### config.mk
export PLATFORM = sky130hd
export DESIGN_NAME = sram_scan_driver
export DESIGN_NICKNAME = d
export VERILOG_FILES = /design/src/rtl/sram_scan_driver.sv
export SDC_FILE = /design/constraint.sdc
export NUM_CORES = 1
export LEC_CHECK = 0
export BUFFER_PORTS_ARGS = -buffer_cell sky130_fd_sc_hd__buf_4
export CORE_UTILIZATION = 55
export CTS_CLUSTER_DIAMETER = 200
export DETAILED_ROUTE_END_ITERATION = 10
export PLACE_DENSITY = 0.86
export SLEW_MARGIN = 20
export SYNTH_ARGS = -nofsm -noshare
export SYNTH_HDL_FRONTEND = slang
export SYNTH_SLANG_ARGS = --single-unit
### constraint.sdc
create_clock -name clk -period 4.55 [get_ports clk]
set_input_delay 0.2275 -clock clk [delete_from_list [all_inputs] [get_ports clk]]
set_output_delay 0.2275 -clock clk [all_outputs]
set_load 0.05 [all_outputs]
### src/rtl/sram_scan_driver.sv
`default_nettype none
// ============================================================================
// Module   : sram_scan_driver
// Purpose  : Serializing front end for the SRAM scan wrapper. Takes one
//            parallel command (address, burst count, read/write) and, for
//            writes, a stream of data words. Emits the single-bit scan stream
//            and the active-low scan reset that feed the wrapper's scan_in
//            and rst_n pins. Each command is framed as:
//              N_rst cycles of scan_rst_n low,
//              an LSB-first header {addr, cnt, write},
//              (cnt+1) LSB-first data words.
// Revision : 1.0 - initial release
// ----------------------------------------------------------------------------
// Ports
//   clk          in   system clock, rising edge
//   rst          in   synchronous active-high reset
//   cmd_valid    in   command offered
//   cmd_ready    out  command accepted on cmd_valid & cmd_ready
//   cmd_addr     in   start address            [N_addr-1:0]
//   cmd_cnt      in   burst count (words-1)    [N_cnt-2:0]
//   cmd_write    in   1 = write burst, 0 = read burst
//   wdata_valid  in   write word offered
//   wdata_ready  out  write word accepted on wdata_valid & wdata_ready
//   wdata        in   write word               [N_data-1:0]
//   scan_rst_n   out  to wrapper rst_n
//   scan_data    out  to wrapper scan_in
//   busy         out  high whenever a command is in progress
//   done         out  one-cycle pulse during the final data bit
//   underrun     out  sticky: a write word was missing when needed
// ============================================================================
module sram_scan_driver #(
    parameter int N_addr = 31,
    parameter int N_cnt  = 32,
    parameter int N_data = 32,
    parameter int N_rst  = 4
) (
    input  logic              clk,
    input  logic              rst,
    input  logic              cmd_valid,
    output logic              cmd_ready,
    input  logic [N_addr-1:0] cmd_addr,
    input  logic [N_cnt-2:0]  cmd_cnt,
    input  logic              cmd_write,
    input  logic              wdata_valid,
    output logic              wdata_ready,
    input  logic [N_data-1:0] wdata,
    output logic              scan_rst_n,
    output logic              scan_data,
    output logic              busy,
    output logic              done,
    output logic              underrun
);

    // ------------------------------------------------------------------
    // Derived constants
    // ------------------------------------------------------------------
    localparam int HDR_W  = N_addr + N_cnt;      // header length in bits
    localparam int WB_W   = $clog2(N_data);      // in-word bit counter width
    localparam int RC_W   = $clog2(N_rst);       // reset-pulse counter width
    localparam int PF_LEN = 8;                   // prefetch window length

    localparam logic [5:0]      c_HDR_LAST  = 6'(HDR_W - 1);
    localparam logic [5:0]      c_HDR_PF    = 6'(HDR_W - PF_LEN);
    localparam logic [WB_W-1:0] c_WORD_LAST = WB_W'(N_data - 1);
    localparam logic [WB_W-1:0] c_WORD_PF   = WB_W'(N_data - PF_LEN);
    localparam logic [RC_W-1:0] c_RST_LAST  = RC_W'(N_rst - 1);

    typedef enum logic [1:0] {
        S_IDLE = 2'd0,
        S_RST  = 2'd1,
        S_HDR  = 2'd2,
        S_DAT  = 2'd3
    } state_t;

    // ------------------------------------------------------------------
    // State and datapath registers
    // ------------------------------------------------------------------
    // Counters always describe the bit currently on scan_data:
    //   r_bit_cnt  - header bit index being driven
    //   r_wbit     - data bit index within the current word
    //   r_word_cnt - words still to follow the current one
    state_t              r_state;
    logic [RC_W-1:0]     r_rst_cnt;
    logic [5:0]          r_bit_cnt;
    logic [WB_W-1:0]     r_wbit;
    logic [N_cnt-2:0]    r_word_cnt;
    logic [HDR_W-1:0]    r_hdr;      // bit 0 is the header bit on the wire
    logic [N_data-1:0]   r_shift;    // bit 0 is the data bit on the wire
    logic [N_data-1:0]   r_buf;      // prefetched next word
    logic                r_have;     // r_buf holds a word for the next load
    logic                r_write;

    state_t              w_state_nx;
    logic [RC_W-1:0]     w_rst_cnt_nx;
    logic [5:0]          w_bit_cnt_nx;
    logic [WB_W-1:0]     w_wbit_nx;
    logic [N_cnt-2:0]    w_word_cnt_nx;
    logic [HDR_W-1:0]    w_hdr_nx;
    logic [N_data-1:0]   w_shift_nx;
    logic [N_data-1:0]   w_buf_nx;
    logic                w_have_nx;
    logic                w_write_nx;
    logic                w_underrun_nx;

    logic                w_take;
    logic [N_data-1:0]   w_load_word;
    logic                w_word_missing;

    logic                w_cmd_ready_nx;
    logic                w_wdata_ready_nx;
    logic                w_scan_rst_n_nx;
    logic                w_scan_data_nx;
    logic                w_busy_nx;
    logic                w_done_nx;

    // ------------------------------------------------------------------
    // Next-state and datapath logic
    // ------------------------------------------------------------------
    always_comb begin
        w_state_nx    = r_state;
        w_rst_cnt_nx  = r_rst_cnt;
        w_bit_cnt_nx  = r_bit_cnt;
        w_wbit_nx     = r_wbit;
        w_word_cnt_nx = r_word_cnt;
        w_hdr_nx      = r_hdr;
        w_shift_nx    = r_shift;
        w_buf_nx      = r_buf;
        w_have_nx     = r_have;
        w_write_nx    = r_write;
        w_underrun_nx = underrun;

        w_take = wdata_valid & wdata_ready;

        // A word handed over in the very last window cycle goes straight
        // into the shift register; the stream cannot wait for the buffer.
        w_load_word = '0;
        if (r_have) begin
            w_load_word = r_buf;
        end else if (w_take) begin
            w_load_word = wdata;
        end
        w_word_missing = r_write & ~r_have & ~w_take;

        if (w_take) begin
            w_buf_nx  = wdata;
            w_have_nx = 1'b1;
        end

        case (r_state)
            S_IDLE: begin
                if (cmd_valid && cmd_ready) begin
                    w_state_nx    = S_RST;
                    w_rst_cnt_nx  = '0;
                    w_hdr_nx      = {cmd_addr, cmd_cnt, cmd_write};
                    w_word_cnt_nx = cmd_cnt;
                    w_write_nx    = cmd_write;
                    w_underrun_nx = 1'b0;
                    w_have_nx     = 1'b0;
                end
            end

            S_RST: begin
                if (r_rst_cnt == c_RST_LAST) begin
                    w_state_nx   = S_HDR;
                    w_bit_cnt_nx = '0;
                end else begin
                    w_rst_cnt_nx = r_rst_cnt + 1'b1;
                end
            end

            S_HDR: begin
                if (r_bit_cnt == c_HDR_LAST) begin
                    w_state_nx = S_DAT;
                    w_wbit_nx  = '0;
                    w_shift_nx = r_write ? w_load_word : '0;
                    w_have_nx  = 1'b0;
                    if (w_word_missing) begin
                        w_underrun_nx = 1'b1;
                    end
                end else begin
                    w_bit_cnt_nx = r_bit_cnt + 1'b1;
                    w_hdr_nx     = r_hdr >> 1;
                end
            end

            S_DAT: begin
                if (r_wbit == c_WORD_LAST) begin
                    if (r_word_cnt == '0) begin
                        w_state_nx = S_IDLE;
                    end else begin
                        w_word_cnt_nx = r_word_cnt - 1'b1;
                        w_wbit_nx     = '0;
                        w_shift_nx    = r_write ? w_load_word : '0;
                        w_have_nx     = 1'b0;
                        if (w_word_missing) begin
                            w_underrun_nx = 1'b1;
                        end
                    end
                end else begin
                    w_wbit_nx  = r_wbit + 1'b1;
                    w_shift_nx = r_shift >> 1;
                end
            end

            default: begin
                w_state_nx = S_IDLE;
            end
        endcase
    end

    // ------------------------------------------------------------------
    // Output decode from the next state, so every output is a flop and
    // lines up with the cycle in which that state is current.
    // ------------------------------------------------------------------
    always_comb begin
        w_cmd_ready_nx  = (w_state_nx == S_IDLE);
        w_busy_nx       = (w_state_nx != S_IDLE);
        w_scan_rst_n_nx = (w_state_nx != S_RST);

        w_scan_data_nx = 1'b0;
        if (w_state_nx == S_HDR) begin
            w_scan_data_nx = w_hdr_nx[0];
        end else if (w_state_nx == S_DAT) begin
            w_scan_data_nx = w_shift_nx[0];
        end

        w_done_nx = (w_state_nx == S_DAT) && (w_wbit_nx == c_WORD_LAST) &&
                    (w_word_cnt_nx == '0);

        // Fetch window: last PF_LEN header bits for word 0, last PF_LEN bits
        // of every non-final word for the word after it. Ready drops once a
        // word has been taken so only one word is accepted per window.
        w_wdata_ready_nx = w_write_nx & ~w_have_nx &
            (((w_state_nx == S_HDR) && (w_bit_cnt_nx >= c_HDR_PF)) ||
             ((w_state_nx == S_DAT) && (w_wbit_nx >= c_WORD_PF) &&
              (w_word_cnt_nx != '0)));
    end

    // ------------------------------------------------------------------
    // Registers
    // ------------------------------------------------------------------
    always_ff @(posedge clk) begin
        if (rst) begin
            r_state     <= S_IDLE;
            r_rst_cnt   <= '0;
            r_bit_cnt   <= '0;
            r_wbit      <= '0;
            r_word_cnt  <= '0;
            r_hdr       <= '0;
            r_shift     <= '0;
            r_buf       <= '0;
            r_have      <= 1'b0;
            r_write     <= 1'b0;
            underrun    <= 1'b0;
            cmd_ready   <= 1'b1;
            wdata_ready <= 1'b0;
            scan_rst_n  <= 1'b1;
            scan_data   <= 1'b0;
            busy        <= 1'b0;
            done        <= 1'b0;
        end else begin
            r_state     <= w_state_nx;
            r_rst_cnt   <= w_rst_cnt_nx;
            r_bit_cnt   <= w_bit_cnt_nx;
            r_wbit      <= w_wbit_nx;
            r_word_cnt  <= w_word_cnt_nx;
            r_hdr       <= w_hdr_nx;
            r_shift     <= w_shift_nx;
            r_buf       <= w_buf_nx;
            r_have      <= w_have_nx;
            r_write     <= w_write_nx;
            underrun    <= w_underrun_nx;
            cmd_ready   <= w_cmd_ready_nx;
            wdata_ready <= w_wdata_ready_nx;
            scan_rst_n  <= w_scan_rst_n_nx;
            scan_data   <= w_scan_data_nx;
            busy        <= w_busy_nx;
            done        <= w_done_nx;
        end
    end

endmodule
`default_nettype wire

==> reports/qor.csv <==
metric;value;unit
RSZ-0062 raised after global routing;false;
WS Path Type;reg -> reg;
achievable frequency;245.6;MHz
floorplan row count;45;
clock tree from TritonCTS;yes;
worst endpoint data arrival time;4.43;ns
final design utilization;66.90;%
first-pass GRT wire length;39560;um
CTS clock-pin slew for the worst setup and hold paths;0.07;ns
Post-CTS Repair Setup Buffers;0;
shortest clock period the worst path allows after layout;4.071;ns
total iterations of the first detailed-routing run;5;
starting utilization of the core area;57.23;%
Synth Area per Inst;7.737;um2
Slew Limit Fails;0;
Synth Instances;1141;
core area;15430;um2
area of the die;16560;um2
sequential group share of total power;37.8;%
weighted congestion reported at the end of routability-driven placement;0.9904;
total power;5.490;mW
number of hold-repair buffers added at the cts stage;0;
Port Buffer Count;105;
ANT cells;0;
maximum level of the CTS H-tree;4;
number of nets produced by synthesis;1251;
crit share post-route;89.48;%
Sw Ratio;37.26;%
remaining number of nets flagged by the antenna check after routing;0;
YS warnings;0;
Routed WL;24480;um
number of DRC markers in iteration 0;929;
Detail Placement HPWL;16280;um
Cell Int Power;3.444;mW
number of instances resized during post-cts repair;0;
clock latency of the later-clocked register in the worst-skew pair;0.44;ns
Final Hold Viols;0;
overall die height;128.7;um
global-route congestion overflow total;0;
headroom to the max-slew limit;32.74;%
Worst-Margin Slew;1.009;ns
total power per unit cell area;531.9;nW/um2
combinational share of power;34.9;%
Unique masters post-synth;66;
# nets final;1301;
Top-Level Pins;106;
Synth top area share;41.27;%
fraction of layout instances using a drive strength above 1;15.88;%
final setup violation count;0;
most frequently used flop master after synthesis;sky130_fd_sc_hd__dfxtp_1;
worst vdd ir;0.3310;mV
WP data required;4.91;ns
Clock power frac;27.4;%
post-layout worst setup margin;0.4788;ns
fill cell total of the finished layout;1320;
maximum number of buffers from clock root to sink;2;
number of global-route vias before repair;8072;
highest fanout seen on the critical path;8;
number of max-cap violations;0;
Horiz. Die Dim;128.7;um
most common cell after layout, fill and taps aside;sky130_fd_sc_hd__dfxtp_1;
average vias per placed instance;6.264;
cell types occupying the most area after synthesis;sky130_fd_sc_hd__dfxtp_1, sky130_fd_sc_hd__a221oi_1, sky130_fd_sc_hd__nor2_1, sky130_fd_sc_hd__nand2_1, sky130_fd_sc_hd__nor3_1;
number of antenna violations at the first check in global routing;0;
type of element capturing the critical path;flop;
largest net degree at the start of global routing;84;
synth-to-layout area growth;16.91;%
mapped cell area;8828;um2
net switching power;2.046;mW
per-cell routed wire length;17.31;um
overall global routing resource usage;29.92;%
register area share after synthesis;41.27;%
run status;finished, final reports clean;
Synth area leader;sky130_fd_sc_hd__dfxtp_1;
count of flip-flops with a built-in enable after synthesis;0;
total leakage power;3.825;nW
worst hold path type;in -> reg;
count of clock tree sinks;182;
critical path startpoint category;flop;
final setup TNS;0;ns
cell at the root of the clock tree;sky130_fd_sc_hd__clkbuf_16;
highest-count cells in the layout ignoring fill and taps;sky130_fd_sc_hd__dfxtp_1, sky130_fd_sc_hd__nor2_1, sky130_fd_sc_hd__nand2_1;
maximum clock skew at final layout;0.01612;ns
number of vias after detailed routing;8858;
fraction of registers with async set or reset after synthesis;0;%
worst setup slack before clock tree synthesis;0.6044;ns
Synth Register Bits;182;
DR DRC count;0;
number of buffers added by the clock tree synthesis step;17;
[cell families (layout without fill, tap and decap cells)]
kind of cell | count (synthesis) | count (layout) | share of synthesized area (%)
flops | 182 | 182 | 41.27
fa+ha+maj | 11 | 11 | 1.559
simple gates | 532 | 532 | 27.93
mux | 6 | 6 | 0.7369
buf+inv | 108 | 170 | 4.634
compound gates | 302 | 302 | 23.87
[per-stage QoR]
step	area, um2	hold WS (ns)	instances
2_1_floorplan	8828	0.3794	1141
3_3_place_gp	9717	0.4400	1383
3_5_place_dp	9717	0.4465	1383
4_1_cts	10320	0.05340	1414
5_1_grt	10320	0.06583	1414
6_report	10320	0.05717	1414
[power by group through the flow]
stage	Sequential, mW	Combinational, mW	Clock [mW]
floorplan	2.08	1.35	0
global placement	2.09	1.86	0
detailed placement	2.09	1.87	0
CTS	2.06	1.89	1.51
global route	2.10	2.10	1.58
finish	2.07	1.91	1.50
[area by class of cell]
class / instances / area, um2 / share of cell area (%)
clock buffer: 22 / 484.2 / 4.691
clock inverter: 9 / 117.6 / 1.140
inverter: 10 / 37.54 / 0.3637
multi-input combinational: 851 / 4805 / 46.55
sequential: 182 / 3645 / 35.31
tap: 211 / 264.0 / 2.558
timing repair buffer: 129 / 968.4 / 9.383
[flip-flops by register name, summed over array words and instances (netlist names), 2 cells and up]
signal	flops
r_bit_cnt	6
r_buf	32
r_hdr	63
r_rst_cnt	2
r_shift	32
r_state	2
r_wbit	5
r_word_cnt	31
[layer usage]
layer / global-route usage (%) / wire [um] / vias up
met2: 49.41 / 11510 / 378
met3: 6.154 / 1670 / 69
li1: - / - / 4271
met5: 0 / 0 / -
met4: 12.73 / 910 / 0
met1: 37.96 / 10380 / 4140
[worst max-delay path: stages (launching register included)]
cell	delay [ns]
sky130_fd_sc_hd__dfxtp_1	0.40
sky130_fd_sc_hd__ha_1	0.20
sky130_fd_sc_hd__and3_1	0.16
sky130_fd_sc_hd__ha_1	0.24
sky130_fd_sc_hd__and2_1	0.37
sky130_fd_sc_hd__nand4_1	0.24
sky130_fd_sc_hd__o311a_1	0.35
sky130_fd_sc_hd__a221oi_1	0.29
sky130_fd_sc_hd__nand4_1	0.12
sky130_fd_sc_hd__or3_1	0.36
sky130_fd_sc_hd__or4_1	0.53
sky130_fd_sc_hd__nor4_1	0.50
sky130_fd_sc_hd__nor3b_2	0.24
[final timing paths]
path / start / depth (start not counted) / slack (ns) / to
hold reg to reg: r_buf[3]$_SDFFE_PP0P_ / 2 / 0.45 / r_buf[3]$_SDFFE_PP0P_
setup / recovery: r_wbit[0]$_SDFF_PP0_ / 12 / 0.48 / done$_SDFF_PP0_
setup reg to reg: r_wbit[0]$_SDFF_PP0_ / 12 / 0.48 / done$_SDFF_PP0_
hold / removal: cmd_addr[30] / 3 / 0.06 / r_hdr[62]$_SDFFE_PP0P_
[Yosys cell counts (all sizes together), types with 10 or more instances]
| cell | number |
|---|---|
| clkbuf | 91 |
| nand3 | 23 |
| nor3 | 100 |
| or3 | 11 |
| nor2b | 16 |
| a221oi | 78 |
| a22oi | 12 |
| dfxtp | 182 |
| nor4 | 12 |
| ha | 11 |
| o21ai | 44 |
| nand2 | 154 |
| a21oi | 82 |
| a31oi | 12 |
| a211oi | 24 |
| inv | 10 |
| nor2 | 165 |
| nand4 | 12 |
Power figures use the tool's default switching activity.
